**config.mk**
```make
export PLATFORM = sky130hd
export DESIGN_NAME = seg_disp_arbiter_flat
export DESIGN_NICKNAME = d
export VERILOG_FILES = /design/src/rtl/seg_disp_arbiter_pkg.sv /design/src/rtl/seg_disp_arbiter_if.sv /design/src/rtl/seg_disp_arbiter_rr_pick.sv /design/src/rtl/seg_disp_arbiter.sv /design/src/flat_wrapper.sv
export SDC_FILE = /design/constraint.sdc
export NUM_CORES = 1
export LEC_CHECK = 0
export CAP_MARGIN = 20
export CORE_MARGIN = 4
export CORE_UTILIZATION = 29
export CTS_CLUSTER_DIAMETER = 50
export DETAILED_ROUTE_END_ITERATION = 12
export PLACE_DENSITY = 0.7
export RECOVER_POWER = 100
export SLEW_MARGIN = 40
export SYNTH_ARGS = -nofsm -noshare
export SYNTH_HDL_FRONTEND = slang
export SYNTH_SLANG_ARGS = --single-unit
```
**constraint.sdc**
```tcl
create_clock -name CLK -period 6.7 [get_ports CLK]
set_input_delay 0.67 -clock CLK [delete_from_list [all_inputs] [get_ports CLK]]
set_output_delay 0.67 -clock CLK [all_outputs]
set_load 0.1 [all_outputs]
```
**src/rtl/seg_disp_arbiter_pkg.sv**
```systemverilog
// seg_disp_arbiter_pkg: shared state encoding, default dwell and counter width
package seg_disp_arbiter_pkg;
  typedef enum logic {IDLE = 1'b0, HOLD = 1'b1} state_e;
  localparam int SEGARB_HOLD_CYCLES = 100_000_000;
  localparam int CNT_W = 27;
endpackage

```
**src/rtl/seg_disp_arbiter_if.sv**
```systemverilog
// seg_disp_arbiter_if: requester-side and display-side signals of the arbiter
interface seg_disp_arbiter_if #(parameter int N_REQ = 4);
  logic [N_REQ-1:0]    REQ_VALID;
  logic [32*N_REQ-1:0] REQ_DATA;
  logic [N_REQ-1:0]    ACK;
  logic [31:0]         DISP_DATA;
  logic [2:0]          DISP_SRC;
  logic                DISP_VALID;
  logic                BUSY;
  modport master (output REQ_VALID, REQ_DATA, input ACK, DISP_DATA, DISP_SRC, DISP_VALID, BUSY);
  modport slave  (input REQ_VALID, REQ_DATA, output ACK, DISP_DATA, DISP_SRC, DISP_VALID, BUSY);
endinterface

```
**src/rtl/seg_disp_arbiter_rr_pick.sv**
```systemverilog
// rr_pick: round-robin winner search starting after last, last itself searched last
module rr_pick #(
  parameter int N_REQ = 4
) (
  input  logic [N_REQ-1:0] req_valid_i,
  input  logic [2:0]       last_i,
  output logic [2:0]       winner_o,
  output logic             any_o
);
  logic [7:0] v;
  logic [2:0] idx;
  // walk the offsets from farthest to nearest so the nearest valid one wins
  always_comb begin
    v = 8'(req_valid_i);
    idx = '0;
    winner_o = '0;
    for (int k = N_REQ; k >= 1; k--) begin
      idx = 3'((int'(last_i) + k) % N_REQ);
      if (v[idx]) winner_o = idx;
    end
  end
  assign any_o = |req_valid_i;
endmodule

```
**src/rtl/seg_disp_arbiter.sv**
```systemverilog
// seg_disp_arbiter: round-robin capture of requester values onto a 7-segment display with a minimum dwell
module seg_disp_arbiter
  import seg_disp_arbiter_pkg::*;
#(
  parameter int N_REQ       = 4,
  parameter int HOLD_CYCLES = SEGARB_HOLD_CYCLES
) (
  input logic CLK,
  input logic RST,
  seg_disp_arbiter_if.slave bus
);
  state_e           state_q, state_d;
  logic [CNT_W-1:0] cnt_q, cnt_d;
  logic [2:0]       last_q, last_d, src_q, src_d, winner;
  logic [31:0]      data_q, data_d, sel_data;
  logic             valid_q, valid_d, any, cap, expired;
  logic [N_REQ-1:0] ack_q, ack_d;
  rr_pick #(.N_REQ(N_REQ)) u_pick (
    .req_valid_i(bus.REQ_VALID),
    .last_i     (last_q),
    .winner_o   (winner),
    .any_o      (any)
  );
  always_comb begin
    sel_data = '0;
    for (int i = 0; i < N_REQ; i++) if (winner == 3'(i)) sel_data = bus.REQ_DATA[32*i +: 32];
  end
  assign expired = state_q == HOLD && cnt_q == CNT_W'(HOLD_CYCLES - 1);
  assign cap = any && (state_q == IDLE || expired);
  always_comb begin
    state_d = cap ? HOLD : expired ? IDLE : state_q;
    cnt_d   = (cap || expired) ? '0 : state_q == HOLD ? cnt_q + CNT_W'(1) : cnt_q;
    last_d  = cap ? winner : last_q;
    src_d   = cap ? winner : src_q;
    data_d  = cap ? sel_data : data_q;
    valid_d = cap | valid_q;
    ack_d   = cap ? N_REQ'(1) << winner : '0;
  end
  always_ff @(posedge CLK) begin
    if (RST) begin
      state_q <= IDLE;
      cnt_q   <= '0;
      last_q  <= 3'(N_REQ - 1);
      src_q   <= '0;
      data_q  <= '0;
      valid_q <= 1'b0;
      ack_q   <= '0;
    end else begin
      state_q <= state_d;
      cnt_q   <= cnt_d;
      last_q  <= last_d;
      src_q   <= src_d;
      data_q  <= data_d;
      valid_q <= valid_d;
      ack_q   <= ack_d;
    end
  end
  assign bus.ACK        = ack_q;
  assign bus.DISP_DATA  = data_q;
  assign bus.DISP_SRC   = src_q;
  assign bus.DISP_VALID = valid_q;
  assign bus.BUSY       = state_q == HOLD;
endmodule
```
**src/flat_wrapper.sv**
```systemverilog
// flat-port wrapper written by rule: the top's interface ports become plain ports
module seg_disp_arbiter_flat import seg_disp_arbiter_pkg::*;
#(
  parameter int N_REQ       = 4,
  parameter int HOLD_CYCLES = SEGARB_HOLD_CYCLES
)
  (CLK, RST, bus_REQ_VALID, bus_REQ_DATA, bus_ACK, bus_DISP_DATA, bus_DISP_SRC, bus_DISP_VALID, bus_BUSY);
  seg_disp_arbiter_if #(.N_REQ(N_REQ)) bus_i ();
  input logic CLK;
  input logic RST;
  input wire logic [$bits(bus_i.REQ_VALID)-1:0] bus_REQ_VALID;
  input wire logic [$bits(bus_i.REQ_DATA)-1:0] bus_REQ_DATA;
  output wire logic [$bits(bus_i.ACK)-1:0] bus_ACK;
  output wire logic [$bits(bus_i.DISP_DATA)-1:0] bus_DISP_DATA;
  output wire logic [$bits(bus_i.DISP_SRC)-1:0] bus_DISP_SRC;
  output wire logic [$bits(bus_i.DISP_VALID)-1:0] bus_DISP_VALID;
  output wire logic [$bits(bus_i.BUSY)-1:0] bus_BUSY;
  assign bus_i.REQ_VALID = bus_REQ_VALID;
  assign bus_i.REQ_DATA = bus_REQ_DATA;
  assign bus_ACK = bus_i.ACK;
  assign bus_DISP_DATA = bus_i.DISP_DATA;
  assign bus_DISP_SRC = bus_i.DISP_SRC;
  assign bus_DISP_VALID = bus_i.DISP_VALID;
  assign bus_BUSY = bus_i.BUSY;
  seg_disp_arbiter #(.N_REQ(N_REQ), .HOLD_CYCLES(HOLD_CYCLES)) u_core (.CLK(CLK), .RST(RST), .bus(bus_i));
endmodule
```
==> metrics.md, run 1 <==
| Metric | Value |
|---|---|
| Status | `complete, no violations` |
| Layout Nets | `approximately 640` |
| CP required | `a little under 7 ns` |
| Power per Cell Area | `around 240 nW/µm²` |
| CP Capture Point | `u_core.bus.DISP_DATA[2]$_SDFFE_PP0P_` |
| Post-route ant nets | `0` |
| Number of setup violations in the final report | `0` |
| Initial DRC count | `between 100 and 150` |
| Reg2Reg Depth | `6` |
| Syn_area_per_cell | `about 11 µm²` |
| Startpoint types | `flop` |
| Cts repair resizes | `0` |
| # rows | `40` |
| Tmin final | `roughly 4.1 ns` |
| Placed wire-length estimate | `around 8.5 mm` |
| PnR worst setup slack | `2.56 ns` |
| Synth area leaders | `dfxtp_1 (38%), mux4_2 (20%), a22o_2 (7.9%)` |
| Max Cap Viol | `0` |
| Total gr overflow | `0` |
| Leak | `about 2.0 nW` |
| Fillers | `1,187` |
| Yosys top cell by area | `dfxtp_1` |
| Max_slew headroom | `0.0545` |
| Synth Flop Type | `dfxtp_1` |
| Sequential cell area | `around 1400 µm²` |
| Worst R2R Setup Slack | `about 2.6 ns` |
| Port buffer count | `approximately 170` |
| Worst-path cell chain | `or4_1 -> or4_1 -> o31a_2 -> nor3_1 -> clkbuf_1 -> a22o_2` |
| Unique cell type count in the Yosys netlist | `46` |
| #FFs+latches synth | `69` |
| Synth top cells by count | `dfxtp_1 (69), nor2b_1 (34), mux4_2 (32)` |
| Setup TNS | `0 ns` |
| CTS tree | `built` |
| Vias/cell | `around 5` |
| Remaining DRCs | `0` |
| Initial Util | `0.302` |
| Die height | `between 100 and 150 µm` |
| Worst skew pair latency | `about 0.32 ns` |
| Crit path max fanout | `23` |
| Clock-pin slew on the worst setup and hold paths | `around 0.05 ns` |
| Avg WL per Cell | `16.5 µm` |
| CP most frequent cell | `or4_1` |
| # hold bufs at CTS | `0` |
| Worst Hold Depth | `2` |
| YS warnings | `0` |
| Synth top area share | `0.375` |
| Dpl ws | `around 3.4 ns` |
| Area grow syn2layout | `51.2%` |
| Max Root-Sink Buffers | `2` |
| Num CTS Buffers | `9` |
| Clock Sinks | `just under 70` |
| Via count | `roughly 3.3k` |
| Largest net degree at the start of global routing | `42` |
| Worst-Margin Slew | `about 1.4 ns` |
| Final hold slack | `0.478 ns` |
| Unrepaired setup endpoints after global routing | `false` |
| # IOs | `around 180` |
| H-tree Lvls | `3` |
| Crit path DAT | `between 4 and 5 ns` |
| Count leader, synth | `dfxtp_1` |
| Reg2Reg Capture Point | `u_core.bus.DISP_DATA[2]$_SDFFE_PP0P_` |
| Total GRT Usage | `0.152` |
| Die width | `between 100 and 150 µm` |
| Period utilization | `0.617` |
| Critical path capture point type | `flop` |
| # Post-CTS Setup Buffers | `0` |
| Asr flop ratio synth | `0` |
| Max Clock Skew | `0.00703 ns` |
| Diode count | `0` |
| Die ar. | `~15,000 µm²` |
| Initial antenna violation count | `0` |
| EDFF count, synth | `0` |
| Vias in the first global route | `~3.6k` |
| Final WL | `between 10 and 15 mm` |
| Clk root buf | `clkbuf_16` |
| Share of cells above drive strength 1 | `0.169` |
| Count of final hold-check violations | `0` |
| Syn Inst Count | `335` |
| Core area | `between 10,000 and 15,000 µm²` |
| Seq/Total Area, Yosys | `0.375` |
| Crit path from | `u_core.cnt_q[11]$_SDFFE_PP0P_` |
| Gpl congestion | `about 0.82` |
| Reg-to-Reg Start | `u_core.cnt_q[11]$_SDFFE_PP0P_` |
| Min-delay worst type | `flop to flop` |
| Footprint of the multi-input gates | `2160 µm²` |
| Critical Path Max Stage Delay | `about 1.1 ns` |
| Slowest cell on crit path | `nor3_1` |
| Crit Path Class | `flop to flop` |
| First-pass GRT wire length | `roughly 18 mm` |
| Synth Net Count | `470` |
| Netlist Area Pre-Place | `roughly 3700 µm²` |
| Fmax | `roughly 240 MHz` |
| Worst vdd ir | `~0.00014 V` |
| DR pass1 iterations | `4` |
| Max Slew Vio Count | `0` |
-- per-layer routing --
metal | GRT usage | vias up | share of wire | routed length, µm
met2 | 0.274 | 138 | 0.52 | 5740
met4 | 0.0701 | 0 | 0.034 | 379
li1 | - | 1586 | - | -
met5 | 0 | - | 0 | 0
met3 | 0.0444 | 25 | 0.074 | 820
met1 | 0.163 | 1589 | 0.37 | 4160
-- critical path: cells and delay by family (launching register included) --
kind / cells / cell delay (ns)
AND/OR/NAND/NOR: 3 / 2.18
buffers and inverters: 1 / 0.88
AO/OA/AOI/OAI: 2 / 0.65
flip-flops: 1 / 0.35
-- report_power, final --
| group | leakage [nW] | total, mW | switching (mW) | internal [mW] |
|---|---|---|---|---|
| Clock | 0.143 | 0.469 | 0.162 | 0.307 |
| Sequential | 0.564 | 0.450 | 0.0144 | 0.436 |
| Combinational | 1.24 | 0.422 | 0.257 | 0.165 |
-- kinds of logic (layout without fill, tap and decap cells) --
logic type / Yosys count / after routing / share of synthesized area
other: 1 / 1 / 0.00102
AO/OA/AOI/OAI: 51 / 51 / 0.125
buffers and inverters: 25 / 194 / 0.0357
XOR/XNOR: 25 / 25 / 0.0595
adder cells (fa/ha/maj): 1 / 1 / 0.00340
AND/OR/NAND/NOR: 129 / 129 / 0.199
flip-flops: 69 / 69 / 0.375
multiplexers: 34 / 34 / 0.201
-- final cells by class --
| type | instances | area share |
|---|---|---|
| Inverter | 1 | 0.000674 |
| Multi-Input combinational cell | 241 | 0.389 |
| Tap cell | 168 | 0.0378 |
| Clock inverter | 1 | 0.00539 |
| Sequential cell | 69 | 0.248 |
| Clock buffer | 14 | 0.0474 |
| Timing Repair Buffer | 178 | 0.272 |
-- worst min path at each step --
| stage | startpoint | to | slack, ns |
|---|---|---|---|
| global placement | u_core.bus.DISP_VALID$_SDFF_PP0_ | u_core.bus.DISP_VALID$_SDFF_PP0_ | 0.45 |
| CTS | u_core.bus.DISP_VALID$_SDFF_PP0_ | u_core.bus.DISP_VALID$_SDFF_PP0_ | 0.48 |
| floorplan | u_core.cnt_q[26]$_SDFFE_PP0P_ | u_core.cnt_q[26]$_SDFFE_PP0P_ | 0.45 |
| global route | u_core.cnt_q[26]$_SDFFE_PP0P_ | u_core.cnt_q[26]$_SDFFE_PP0P_ | 0.55 |
| detailed placement | u_core.bus.DISP_VALID$_SDFF_PP0_ | u_core.bus.DISP_VALID$_SDFF_PP0_ | 0.47 |
| finish | u_core.bus.DISP_VALID$_SDFF_PP0_ | u_core.bus.DISP_VALID$_SDFF_PP0_ | 0.48 |
-- metrics by stage --
step / util / std cells / cell area (µm²) / total power [mW]
floorplan: - / 335 / 3680 / 0.763
global placement: 0.454 / 657 / 5550 / 0.906
detailed placement: 0.438 / 657 / 5350 / 0.890
CTS: 0.462 / 672 / 5640 / 1.36
global route: 0.456 / 672 / 5570 / 1.40
finish: 0.456 / 672 / 5570 / 1.34
-- flip-flops by register name, summed over array words and instances (netlist names) --
register and count:
u_core.bus.DISP_VALID 1, u_core.bus.DISP_DATA 32, u_core.bus.ACK 4, u_core.cnt_q 27
u_core.bus.DISP_SRC 2, u_core.last_q 2, u_core.bus.BUSY 1
-- cells in the final DEF, fill, tap and decap left out, types with 3 or more instances in the layout --
cell,n
a21oi_1,7
nor4_1,6
or4_1,3
nand2_1,8
and3_1,5
and4_1,3
nor3_1,7
nor2b_1,34
o21ai_0,3
nor2_1,28
buf_4,4
xor2_1,13
xnor2_1,12
clkdlybuf4s50_1,133
a22o_2,29
mux4_2,32
and3_2,3
clkbuf_1,44
clkbuf_16,9
dfxtp_1,69
a22o_1,3
nand3_1,14
nand4_1,6
No activity file was read; power rests on OpenSTA's default activity.
==> run 2: changes to the inputs <==
Clock period 6.7 ns to 3.9 ns, I/O delays scaled along.
==> metrics.md, run 2 (synthesis results as in run 1) <==
| Metric | Value |
|---|---|
| Status | `complete, no violations` |
| Max Slew Vio Count | `0 (unchanged)` |
| Unrepaired setup endpoints after global routing | `false` |
| Psw | `0.799 mW (+84%)` |
| CTS tree | `built` |
| Clock power frac | `0.354 (+0.005)` |
| Largest net degree at the start of global routing | `41 (-2.4%)` |
| # rows | `40 (unchanged)` |
| Int Pwr | `1.54 mW (+69%)` |
| Max Clock Skew | `0.0107 ns (+0.00364 ns)` |
| Crit Path Class | `flop to flop` |
| Clock Sinks | `69 (unchanged)` |
| Die ar. | `14,600 µm² (unchanged)` |
| Worst skew pair latency | `0.34 ns (+0.02 ns)` |
| H-tree Lvls | `3 (unchanged)` |
| Via count | `3,313 (-0.75%)` |
| Gpl congestion | `0.793 (-3.6%)` |
| Setup TNS | `0 ns (unchanged)` |
| Count of final hold-check violations | `0 (unchanged)` |
| Avg WL per Cell | `16.6 µm (+0.33%)` |
| Most common cell after layout, fill and taps aside | `clkdlybuf4s50_1` |
| Share of cells above drive strength 1 | `0.180 (+0.0112)` |
| Logic pwr share | `0.315 (about the same)` |
| Worst vdd ir | `0.000247 V (+81%)` |
| Worst-path cell chain | `or4_1 -> or4_4 -> o31ai_1 -> nand2_1 -> buf_4 -> a22o_2` |
| Vias in the first global route | `3,451 (-4.3%)` |
| Port buffer count | `173 (unchanged)` |
| Max Cap Viol | `0 (unchanged)` |
| Number of setup violations in the final report | `0 (unchanged)` |
| Max FFs per register | `32 (unchanged)` |
| Tmin final | `3.25 ns (-0.881 ns)` |
| CP delay by family, top | `simple AND/OR/NAND/NOR gates` |
| PnR worst setup slack | `0.646 ns (-1.92 ns)` |
| Net Sw Frac | `0.342 (+0.0191)` |
| Leak | `1.96 nW (+0.55%)` |
| Die height | `121 µm (unchanged)` |
| Max_slew headroom | `0.166 (+0.111)` |
| DR pass1 iterations | `4 (unchanged)` |
| Power per Cell Area | `416 nW/µm² (+73%)` |
| Max Root-Sink Buffers | `2 (unchanged)` |
| Critical Path Max Stage Delay | `0.72 ns (-0.39 ns)` |
| Placed wire-length estimate | `8.46 mm (-0.82%)` |
| Layout Nets | `636 (+0.16%)` |
| Clk root buf | `clkbuf_16` |
| Die width | `121 µm (unchanged)` |
| First-pass GRT wire length | `17.4 mm (-1.6%)` |
| Period utilization | `0.834 (+0.217)` |
| Slowest cell on crit path | `o31ai_1` |
| Startpoint types | `flop` |
| Worst-Margin Slew | `1.26 ns (-0.150 ns)` |
| Sequential cell area | `1380 µm² (unchanged)` |
| CP Buf/Inv Count | `1 (unchanged)` |
| Crit path DAT | `3.48 ns (-0.92 ns)` |
| Total gr overflow | `0 (unchanged)` |
| Cts repair resizes | `0 (unchanged)` |
| Dpl ws | `1.05 ns (-2.37 ns)` |
| Total GRT Usage | `0.151 (-0.00143)` |
| Fillers | `1,181 (-0.51%)` |
| Initial antenna violation count | `0 (unchanged)` |
| Clock-pin slew on the worst setup and hold paths | `0.06 ns (about the same)` |
| Remaining DRCs | `0 (unchanged)` |
| Post-route ant nets | `0 (unchanged)` |
| Initial Util | `0.302 (unchanged)` |
| Num CTS Buffers | `9 (unchanged)` |
| Final WL | `11.2 mm (+0.63%)` |
| Commonest non-fill, non-tap cells in the layout | `clkdlybuf4s50_1 (133), dfxtp_1 (69), clkbuf_1 (41), nor2b_1 (34), mux4_2 (32)` |
| Diode count | `0 (unchanged)` |
| # Post-CTS Setup Buffers | `0 (unchanged)` |
| CP required | `4.12 ns (-2.84 ns)` |
| Vias/cell | `4.92 (-1.0%)` |
| Fmax | `307 MHz (+27%)` |
| Footprint of the multi-input gates | `2170 µm² (+0.40%)` |
| # hold bufs at CTS | `0 (unchanged)` |
| Core area | `12,200 µm² (unchanged)` |
| Critical path capture point type | `flop` |
| Initial DRC count | `152 (+38%)` |
| Area grow syn2layout | `52.2%` |
| # IOs | `175 (unchanged)` |
| Min-delay worst type | `flop to flop` |
| Share of power burned in registers | `0.330 (-0.006)` |
| Crit path max fanout | `26 (+13%)` |
==> run 2: layout make-up <==
| type | count | area share |
|---|---|---|
| Sequential cell | 69 | 0.246 |
| Clock buffer | 10 | 0.0408 |
| Clock inverter | 6 | 0.0125 |
| Multi-Input combinational cell | 241 | 0.387 |
| Tap cell | 168 | 0.0375 |
| Timing Repair Buffer | 179 | 0.275 |
| Inverter | 1 | 0.000670 |
==> run 2: per-stage QoR <==
step,std cells,utilization,power (mW),instance area (µm²),hold slack [ns]
floorplan,335,-,1.31,3680,0.453
global placement,658,0.456,1.57,5570,0.452
detailed placement,658,0.439,1.54,5370,0.451
CTS,674,0.464,2.37,5670,0.464
global route,674,0.459,2.41,5610,0.491
finish,674,0.459,2.33,5610,0.470
==> run 2: layer usage <==
layer  up-vias  GRT usage  routed length, µm
li1       1589          -                  -
met1      1594      0.172               4520
met2       118      0.268               5700
met3        12     0.0472                787
met4         0     0.0475                163
met5         -          0                  0
==> run 2: final timing paths <==
check	startpoint	end	slack [ns]	cells after the start
setup / recovery	u_core.cnt_q[11]$_SDFFE_PP0P_	u_core.bus.DISP_DATA[3]$_SDFFE_PP0P_	0.65	6
hold / removal	u_core.bus.DISP_VALID$_SDFF_PP0_	u_core.bus.DISP_VALID$_SDFF_PP0_	0.47	2
setup reg to reg	u_core.cnt_q[11]$_SDFFE_PP0P_	u_core.bus.DISP_DATA[3]$_SDFFE_PP0P_	0.65	6
hold reg to reg	u_core.bus.DISP_VALID$_SDFF_PP0_	u_core.bus.DISP_VALID$_SDFF_PP0_	0.47	2
==> run 2: worst register-to-register path: stages, from the launching register on <==
cell	delay [ns]
dfxtp_1	0.35
or4_1	0.52
or4_4	0.53
o31ai_1	0.72
nand2_1	0.42
buf_4	0.35
a22o_2	0.26
==> run 2: power by group through the flow <==
stage | Sequential (mW) | Clock (mW) | Combinational, mW
2_1_floorplan | 1.07 | 0 | 0.245
3_3_place_gp | 0.785 | 0 | 0.782
3_5_place_dp | 0.783 | 0 | 0.753
4_1_cts | 0.770 | 0.848 | 0.754
5_1_grt | 0.776 | 0.868 | 0.768
6_report | 0.771 | 0.827 | 0.736
